## config.mk

```make
export PLATFORM = sky130hd
export DESIGN_NAME = mem_bus_arb
export DESIGN_NICKNAME = d
export VERILOG_FILES = /design/src/rtl/mem_bus_arb.sv
export SDC_FILE = /design/constraint.sdc
export NUM_CORES = 1
export LEC_CHECK = 0
export BUFFER_PORTS_ARGS = -buffer_cell sky130_fd_sc_hd__clkbuf_2
export CORE_MARGIN = 5
export CORE_UTILIZATION = 49
export CTS_CLUSTER_SIZE = 30
export DETAILED_ROUTE_END_ITERATION = 10
export PLACE_DENSITY = 0.89
export SLEW_MARGIN = 25
export SYNTH_ARGS = -nofsm -noshare
export SYNTH_HDL_FRONTEND = slang
export SYNTH_SLANG_ARGS = --single-unit
export TNS_END_PERCENT = 10
```

## constraint.sdc

```tcl
create_clock -name clk -period 2.65 [get_ports clk]
set_input_delay 0.3975 -clock clk [delete_from_list [all_inputs] [get_ports clk]]
set_output_delay 0.3975 -clock clk [all_outputs]
set_load 0.02 [all_outputs]
```

## src/rtl/mem_bus_arb.sv

```systemverilog
// -----------------------------------------------------------------------------
// mem_bus_arb
//   N-channel arbiter between core buses (ch0 = ibus, ch1 = dbus, ...) and a
//   single shared memory port. A request accepted in IDLE has its payload
//   registered. The payload is then presented to memory for the whole BUSY
//   phase. The completion is returned to the granted channel as a one-cycle
//   m_ready pulse.
//
//   If memory does not answer within TIMEOUT cycles, the transaction completes
//   with an error: m_err pulses together with m_ready, and the read data is 0.
//
//   Build option:
//     MEM_ARB_RR_EN  defined   -> round-robin arbitration (rotating pointer)
//     MEM_ARB_RR_EN  undefined -> fixed priority, lowest channel index wins
//
// Ports
//   clk        in   system clock, rising edge
//   rst        in   asynchronous reset, active-low
//   m_req      in   [NUM_CH]       per-channel request, held until m_ready
//   m_we       in   [NUM_CH]       per-channel write enable
//   m_addr     in   [NUM_CH*AW]    per-channel address, ch i at [i*AW +: AW]
//   m_wdata    in   [NUM_CH*DW]    per-channel write data
//   m_mask     in   [NUM_CH*DW/8]  per-channel byte mask
//   m_ready    out  [NUM_CH]       one-cycle completion pulse to granted channel
//   m_err      out  [NUM_CH]       one-cycle error pulse (with m_ready)
//   m_rdata    out  [DW]           registered read data, holds between accesses
//   mem_req    out                 memory request (BUSY phase)
//   mem_we     out                 memory write enable
//   mem_addr   out  [AW]           memory address
//   mem_wdata  out  [DW]           memory write data
//   mem_mask   out  [DW/8]         memory byte mask
//   mem_rdata  in   [DW]           memory read data, valid with mem_ready
//   mem_ready  in                  memory completion, single cycle
// -----------------------------------------------------------------------------
module mem_bus_arb #(
   parameter int NUM_CH  = 2,
   parameter int AW      = 32,
   parameter int DW      = 32,
   parameter int TIMEOUT = 255
) (
   input  logic                       clk,
   input  logic                       rst,
   input  logic [NUM_CH-1:0]          m_req,
   input  logic [NUM_CH-1:0]          m_we,
   input  logic [NUM_CH*AW-1:0]       m_addr,
   input  logic [NUM_CH*DW-1:0]       m_wdata,
   input  logic [NUM_CH*(DW/8)-1:0]   m_mask,
   output logic [NUM_CH-1:0]          m_ready,
   output logic [NUM_CH-1:0]          m_err,
   output logic [DW-1:0]              m_rdata,
   output logic                       mem_req,
   output logic                       mem_we,
   output logic [AW-1:0]              mem_addr,
   output logic [DW-1:0]              mem_wdata,
   output logic [DW/8-1:0]            mem_mask,
   input  logic [DW-1:0]              mem_rdata,
   input  logic                       mem_ready
);

   localparam int MW = DW / 8;
   localparam int GW = (NUM_CH > 1) ? $clog2(NUM_CH) : 1;
   localparam int CW = $clog2(TIMEOUT + 1);
   localparam logic [CW-1:0] TIMEOUT_C = CW'(TIMEOUT);

   typedef enum logic [1:0] {
      IDLE = 2'd0,
      BUSY = 2'd1,
      RESP = 2'd2
   } state_e;

   state_e          state_q, state_d;
   logic            we_q;
   logic [AW-1:0]   addr_q;
   logic [DW-1:0]   wdata_q;
   logic [MW-1:0]   mask_q;
   logic [GW-1:0]   grant_q;
   logic            err_q;
   logic [CW-1:0]   cnt_q;
   logic [DW-1:0]   rdata_q;

   // Unpack the flat channel buses so the winner can index them directly.
   logic [AW-1:0]   ch_addr  [NUM_CH];
   logic [DW-1:0]   ch_wdata [NUM_CH];
   logic [MW-1:0]   ch_mask  [NUM_CH];

   for (genvar g = 0; g < NUM_CH; g++) begin : g_unpack
      assign ch_addr[g]  = m_addr[g*AW +: AW];
      assign ch_wdata[g] = m_wdata[g*DW +: DW];
      assign ch_mask[g]  = m_mask[g*MW +: MW];
   end

   logic            req_any;
   logic            timeout_hit;
   logic [GW-1:0]   win;
   logic [GW-1:0]   cand;

   assign req_any     = |m_req;
   assign timeout_hit = (cnt_q == TIMEOUT_C);

`ifdef MEM_ARB_RR_EN
   logic [GW-1:0]   rr_ptr_q, rr_ptr_d;

   // Scan from the farthest offset back towards rr_ptr.
   // The requester closest to the pointer is assigned last, so it wins.
   always_comb begin
      win  = rr_ptr_q;
      cand = rr_ptr_q;
      for (int i = NUM_CH - 1; i >= 0; i--) begin
         cand = GW'((int'(rr_ptr_q) + i) % NUM_CH);
         if (m_req[cand]) win = cand;
      end
   end

   assign rr_ptr_d = (int'(win) == NUM_CH - 1) ? '0 : win + GW'(1);

   always_ff @(posedge clk or negedge rst) begin
      if (!rst)                          rr_ptr_q <= '0;
      else if (state_q == IDLE && req_any) rr_ptr_q <= rr_ptr_d;
   end
`else
   // Descending scan: the lowest requesting index is assigned last and wins.
   always_comb begin
      win  = '0;
      cand = '0;
      for (int i = NUM_CH - 1; i >= 0; i--) begin
         cand = GW'(i);
         if (m_req[cand]) win = cand;
      end
   end
`endif

   // State register
   always_ff @(posedge clk or negedge rst) begin
      // NOTE: sequential state uses non-blocking assignments so every register
      // samples pre-edge values, independent of process ordering.
      if (!rst) state_q <= IDLE;
      else      state_q <= state_d;
   end

   // Next-state logic
   always_comb begin
      // NOTE: default first, so every path assigns state_d and no latch is inferred.
      state_d = state_q;
      case (state_q)
         IDLE:    if (req_any) state_d = BUSY;
         BUSY:    if (mem_ready || timeout_hit) state_d = RESP;
         default: state_d = IDLE;
      endcase
   end

   // Request payload, timeout counter and response data
   always_ff @(posedge clk or negedge rst) begin
      if (!rst) begin
         we_q    <= 1'b0;
         addr_q  <= '0;
         wdata_q <= '0;
         mask_q  <= '0;
         grant_q <= '0;
         err_q   <= 1'b0;
         cnt_q   <= '0;
         rdata_q <= '0;
      end else begin
         case (state_q)
            IDLE: if (req_any) begin
               we_q    <= m_we[win];
               addr_q  <= ch_addr[win];
               wdata_q <= ch_wdata[win];
               mask_q  <= ch_mask[win];
               grant_q <= win;
               err_q   <= 1'b0;
               cnt_q   <= '0;
            end
            BUSY: begin
               // A real completion wins over a timeout that expires in the same cycle.
               if (mem_ready) begin
                  rdata_q <= mem_rdata;
               end else if (timeout_hit) begin
                  err_q   <= 1'b1;
                  rdata_q <= '0;
               end else begin
                  cnt_q   <= cnt_q + CW'(1);
               end
            end
            default: ;
         endcase
      end
   end

   // Outputs are decoded from registers only, so reset clears them immediately.
   always_comb begin
      mem_req   = 1'b0;
      mem_we    = 1'b0;
      mem_addr  = '0;
      mem_wdata = '0;
      mem_mask  = '0;
      m_ready   = '0;
      m_err     = '0;
      case (state_q)
         BUSY: begin
            mem_req   = 1'b1;
            mem_we    = we_q;
            mem_addr  = addr_q;
            mem_wdata = wdata_q;
            mem_mask  = mask_q;
         end
         RESP: begin
            m_ready[grant_q] = 1'b1;
            m_err[grant_q]   = err_q;
         end
         default: ;
      endcase
   end

   assign m_rdata = rdata_q;

endmodule

```

# After elaboration in Yosys (flattened, before gate mapping)

Cells that the tools add are included.

Add/subtract/negate cells: 1
Multipliers: 0
Divide/modulo/power cells: 0
$lt $le $gt $ge: 4
Eq/ne operators: 8
Shifts and indexed selects: 0
Muxes and demuxes: 35
Bitwise gates (word level): 2
Reduce and logical (&&, ||, !) cells: 11

Operator list:

| cell                                                | number |
|---|---|
| two-way mux 32 bit                                  | 10 |
| two-way mux 8 bit                                   | 3 |
| two-way mux 4 bit                                   | 4 |
| one-hot mux 8 bit (2 select lines)                  | 1 |
| two-way mux 1 bit                                   | 10 |
| inequality test 2 bit, second input constant        | 5 |
| adder 8 x 1 -> 8 bit, second input constant         | 1 |
| equality test 8 bit, second input constant          | 1 |
| two-way mux 2 bit                                   | 4 |
| AND reduction 4 bit                                 | 2 |
| AND reduction 2 bit                                 | 3 |
| < comparator 1 x 2 -> 1 bit, second input constant  | 2 |
| one-hot mux 2 bit (2 select lines)                  | 1 |
| nonzero test 2 bit                                  | 2 |
| AND 2 bit                                           | 1 |
| equality test 2 x 1 -> 1 bit, second input constant | 1 |
| equality test 2 bit, second input constant          | 1 |
| >= comparator 2 bit, second input constant          | 1 |
| logical NOT 2 bit                                   | 1 |
| NOT 1 -> 2 bit                                      | 1 |
| one-hot mux 1 bit (2 select lines)                  | 1 |
| OR reduction 2 bit                                  | 1 |
| demux 1 bit (select 1 bit)                          | 1 |
| >= comparator 1 bit, second input constant          | 1 |
| 2 further kinds                                     | 2 |

Register bits after elaboration: 113
Bits in latches: 0
Bits in writable memories: 0
Memory bits (read-only): 0
Input port bits: 175
Output and inout bits: 106
Memories kept: 0

# Depth between registers and ports, before layout

Depth after elaboration: 6
Mapped depth: 6
Depth with buffers taken out: 5

# Worst setup path after synthesis

OpenSTA, ideal clock, no wires.

Path kind: register to output
Start: reg state_q[0]
End: out mem_addr[0]
Data arrival time: 1.306 ns
Required time: 2.253 ns
Slack: 0.946 ns
Stages on the path, launching flop included: 5
Cell sequence: dfrtp_1 > nor2b_1 > buf_2 > clkbuf_1 > and2_1

Cells in the longest elaborated chain, start to end: 2

RTL lines:

| element                      | RTL line | source |
|---|---|---|
| start: declaration           | 71       | `state_e state_q, state_d;` |
| start signal: assignment     | 137      | `else state_q <= state_d;` |
| equality test 2 x 1 -> 1 bit | 198      | `case (state_q)` |
| two-way mux 32 bit           | 198      |  |
| end: declaration             | 53       | `output logic [AW-1:0] mem_addr,` |

No other way between the ends.

# Worst setup path in the final report

Start: reg state_q[0]
End: out mem_addr[1]

The elaborated chain is that of the path after synthesis.

==> results.md <==
* Reg area at 2828 sq um
* I/O pins at 281
* Final hold viol count at 0
* Chip Height at 114.5 microns
* Postcts setup bufs at 0
* Final period utilization at 83.53%
* EDFF count, synth at 0
* Share of cells above drive strength 1 at 40.82%
* Setup tns final at 0 ns
* Clk pwr share at 27.9%
* Reg power frac at 32.9%
* Final clock skew at 0.01214 ns
* Worst-Margin Slew at 0.8871 ns
* CTS Buffer Depth at 2
* Final RePlAce weighted congestion at 0.8049
* Status: finished, final reports clean
* Sw frac at 37.82%
* Dpl hpwl at 10.76 mm
* Post-DRT Antenna Nets at 0
* Max Slew Vio Count at 0
* Final setup vio count at 0
* Total iterations of the first detailed-routing run at 4
* Buffers on Ports at 280
* Final wirelength at 14.43 mm
* Max Cap Viol at 0
* Ys async rst share at 100.0%
* First-pass GRT wire length at 23.21 mm
* Cts repair resizes at 0
* Number of remaining DRC errors at 0
* CTS tree: built
* Hold Path Class: in2reg
* Clock slew at reported path FFs at 0.05 ns
* Floorplan row count at 38
* Internal at 5.688 mW
* Inserted Clock Buffers at 17
* Largest net degree at the start of global routing at 77
* Period minus WS final at 2.214 ns
* GRT Util Overall at 22.21%
* Fillers at 856
* Startpoint types: flop
* Root Driver: clkbuf_8
* Synth unique cells at 35
* Yosys warns at 0
* Footprint of the multi-input gates at 2360 sq um
* CTS sink count at 113
* Die ar. at 13120 sq um
* Vias in the first global route at 4863
* Critical path peak fanout at 42
* H-tree levels at 4
* Slew HR at 40.64%
* Post-Synthesis Cell Area at 5354 sq um
* Core ar. at 10790 sq um
* Final net count at 965
* Post-CTS Hold Buffers at 1
* Area growth from synthesis to layout at 41.69%
* Max Fclk at 451.8 MHz
* Unrepaired setup endpoints after global routing: false
* Static Leak at 4.272 nW
* Mapped Avg Cell Area at 10.36 sq um
* Worst Path Class, Setup: reg2out
* Starting Density at 49.61%
* Worst EP required at 2.25 ns
* Die W at 114.5 microns
* Primary FF master, synth: dfrtp_1
* Hold_ws at 0.1347 ns
* Combinational share of power at 39.2%
* Peak VDD IR at 0.0006592 V
* Syn Inst Count at 517
* 1st-iter DRT viols at 231
* Register area share after synthesis at 52.82%
* WP data arrival at 1.82 ns
* Initial antenna violation count at 0
* Via Count at 4765
* Total gr overflow at 0
* Power Dens Cells at 1206 nW/um^2
* Wire per inst at 15.33 microns
* Flop and latch count out of synthesis at 113
* NetSw at 3.459 mW
* Antenna Cells at 0
* Post-Syn Nets at 693
* Clock Latency Late Sink at 0.49 ns
* Worst Setup End Kind: primary output
* Via/cell ratio at 5.064
power groups by stage:
stage	Sequential [mW]	Combinational [mW]	Clock, mW
floorplan	3.18	2.12	0
detailed placement	3.02	3.60	0
global route	3.12	3.96	2.68
finish	3.01	3.58	2.55
global placement	2.97	3.51	0
CTS	3.01	3.64	2.59
cell type report:
| cell class | count | share of cell area (%) |
|---|---|---|
| clock buffer | 22 | 6.235 |
| inverter | 6 | 0.2969 |
| tap | 140 | 2.309 |
| timing repair buffer | 291 | 20.12 |
| sequential | 113 | 37.28 |
| multi-input combinational | 360 | 31.11 |
| clock inverter | 9 | 2.655 |
layout by cell type, fill, tap and decap left out, types with 2 or more instances in the layout:
master and instances:
nor3_1 3, and2_1 71, or3_1 2, a22o_1 32
o21ai_0 73, inv_1 6, buf_12 3, a21oi_1 2
bufinv_16 6, buf_4 8, dfrtp_1 113, nand3_1 7
nand2_1 73, nor2_1 4, clkbuf_16 16, a31oi_1 2
clkbuf_8 5, mux2i_1 70, clkbuf_2 279
metal layers:
| layer | vias to the layer above | routed length [microns] | track usage, % | share of wire [%] |
|---|---|---|---|---|
| met1 | 2222 | 5691 | 26.20 | 39 |
| met5 | - | 0 | 0 | 0 |
| li1 | 2338 | - | - | - |
| met4 | 0 | 141 | 6.176 | 0.98 |
| met3 | 10 | 1098 | 6.290 | 7.6 |
| met2 | 195 | 7495 | 39.46 | 52 |
worst paths after layout:
check,cells past startpoint,slack [ns],endpoint,startpoint
worst max register to register,5,0.79,cnt_q[3]$_DFFE_PN0P_,cnt_q[0]$_DFFE_PN0P_
max in group asynchronous,3,1.39,addr_q[29]$_DFFE_PN0P_,rst
worst min register to register,2,0.47,addr_q[21]$_DFFE_PN0P_,addr_q[21]$_DFFE_PN0P_
worst max-delay path,4,0.44,mem_addr[1],state_q[0]$_DFFE_PN0P_
worst min-delay path,2,0.13,m_rdata[16]$_DFFE_PN0P_,mem_rdata[16]
min in group asynchronous,2,0.47,wdata_q[16]$_DFFE_PN0P_,rst
Yosys cell counts, types with 2 or more instances:
master    number  area, sq um
and2_1        71        444.2
a21oi_1        2        10.01
nor3_1         3        15.01
nand2b_1       2        12.51
clkbuf_1      17        63.81
a31oi_1        2        12.51
o21ai_0       73        365.4
a22o_1        32        280.3
mux2i_1       70        700.7
nor2_1         4        15.01
buf_1          3        11.26
nand2_1       73        274.0
nor2b_1        2        12.51
nand3_1        7        35.03
buf_2         16        80.08
buf_4          2        15.01
o21ai_1        2        10.01
inv_1          6        22.52
or3_1          2        12.51
dfrtp_1      113         2828
worst max-delay path, stage by stage (launching register included):
cell      delay (ns)
dfrtp_1         0.41
nor2b_4         0.17
buf_4           0.34
and2_1          0.21
clkbuf_2        0.18
sequential cells by signal, indices dropped and copies added (netlist names):
signal / flops
state_q: 2
wdata_q: 32
we_q: 1
err_q: 1
cnt_q: 8
grant_q: 1
addr_q: 32
m_rdata: 32
mask_q: 4
cell families after synthesis:
kind of cell    Yosys count  share of synthesized area (%)
simple gates            171                          16.41
compound gates          118                          13.86
flops                   113                          52.82
mux                      70                          13.09
buf+inv                  44                          3.599
fa+ha+maj                 1                         0.2337
stage by stage:
stage / setup slack, ns / total power, mW / util, % / std cells / instance area, sq um
final: 0.4364 / 9.147 / 70.29 / 941 / 7586
after global routing: 0.2789 / 9.760 / 70.29 / 941 / 7586
after CTS: 0.4097 / 9.244 / 70.29 / 941 / 7586
after detailed placement: 0.6814 / 6.619 / 63.95 / 909 / 6902
after global placement: 0.7401 / 6.481 / 63.95 / 909 / 6902
after floorplan: 0.9461 / 5.297 / - / 517 / 5354
No activity file was read; power rests on OpenSTA's default activity.
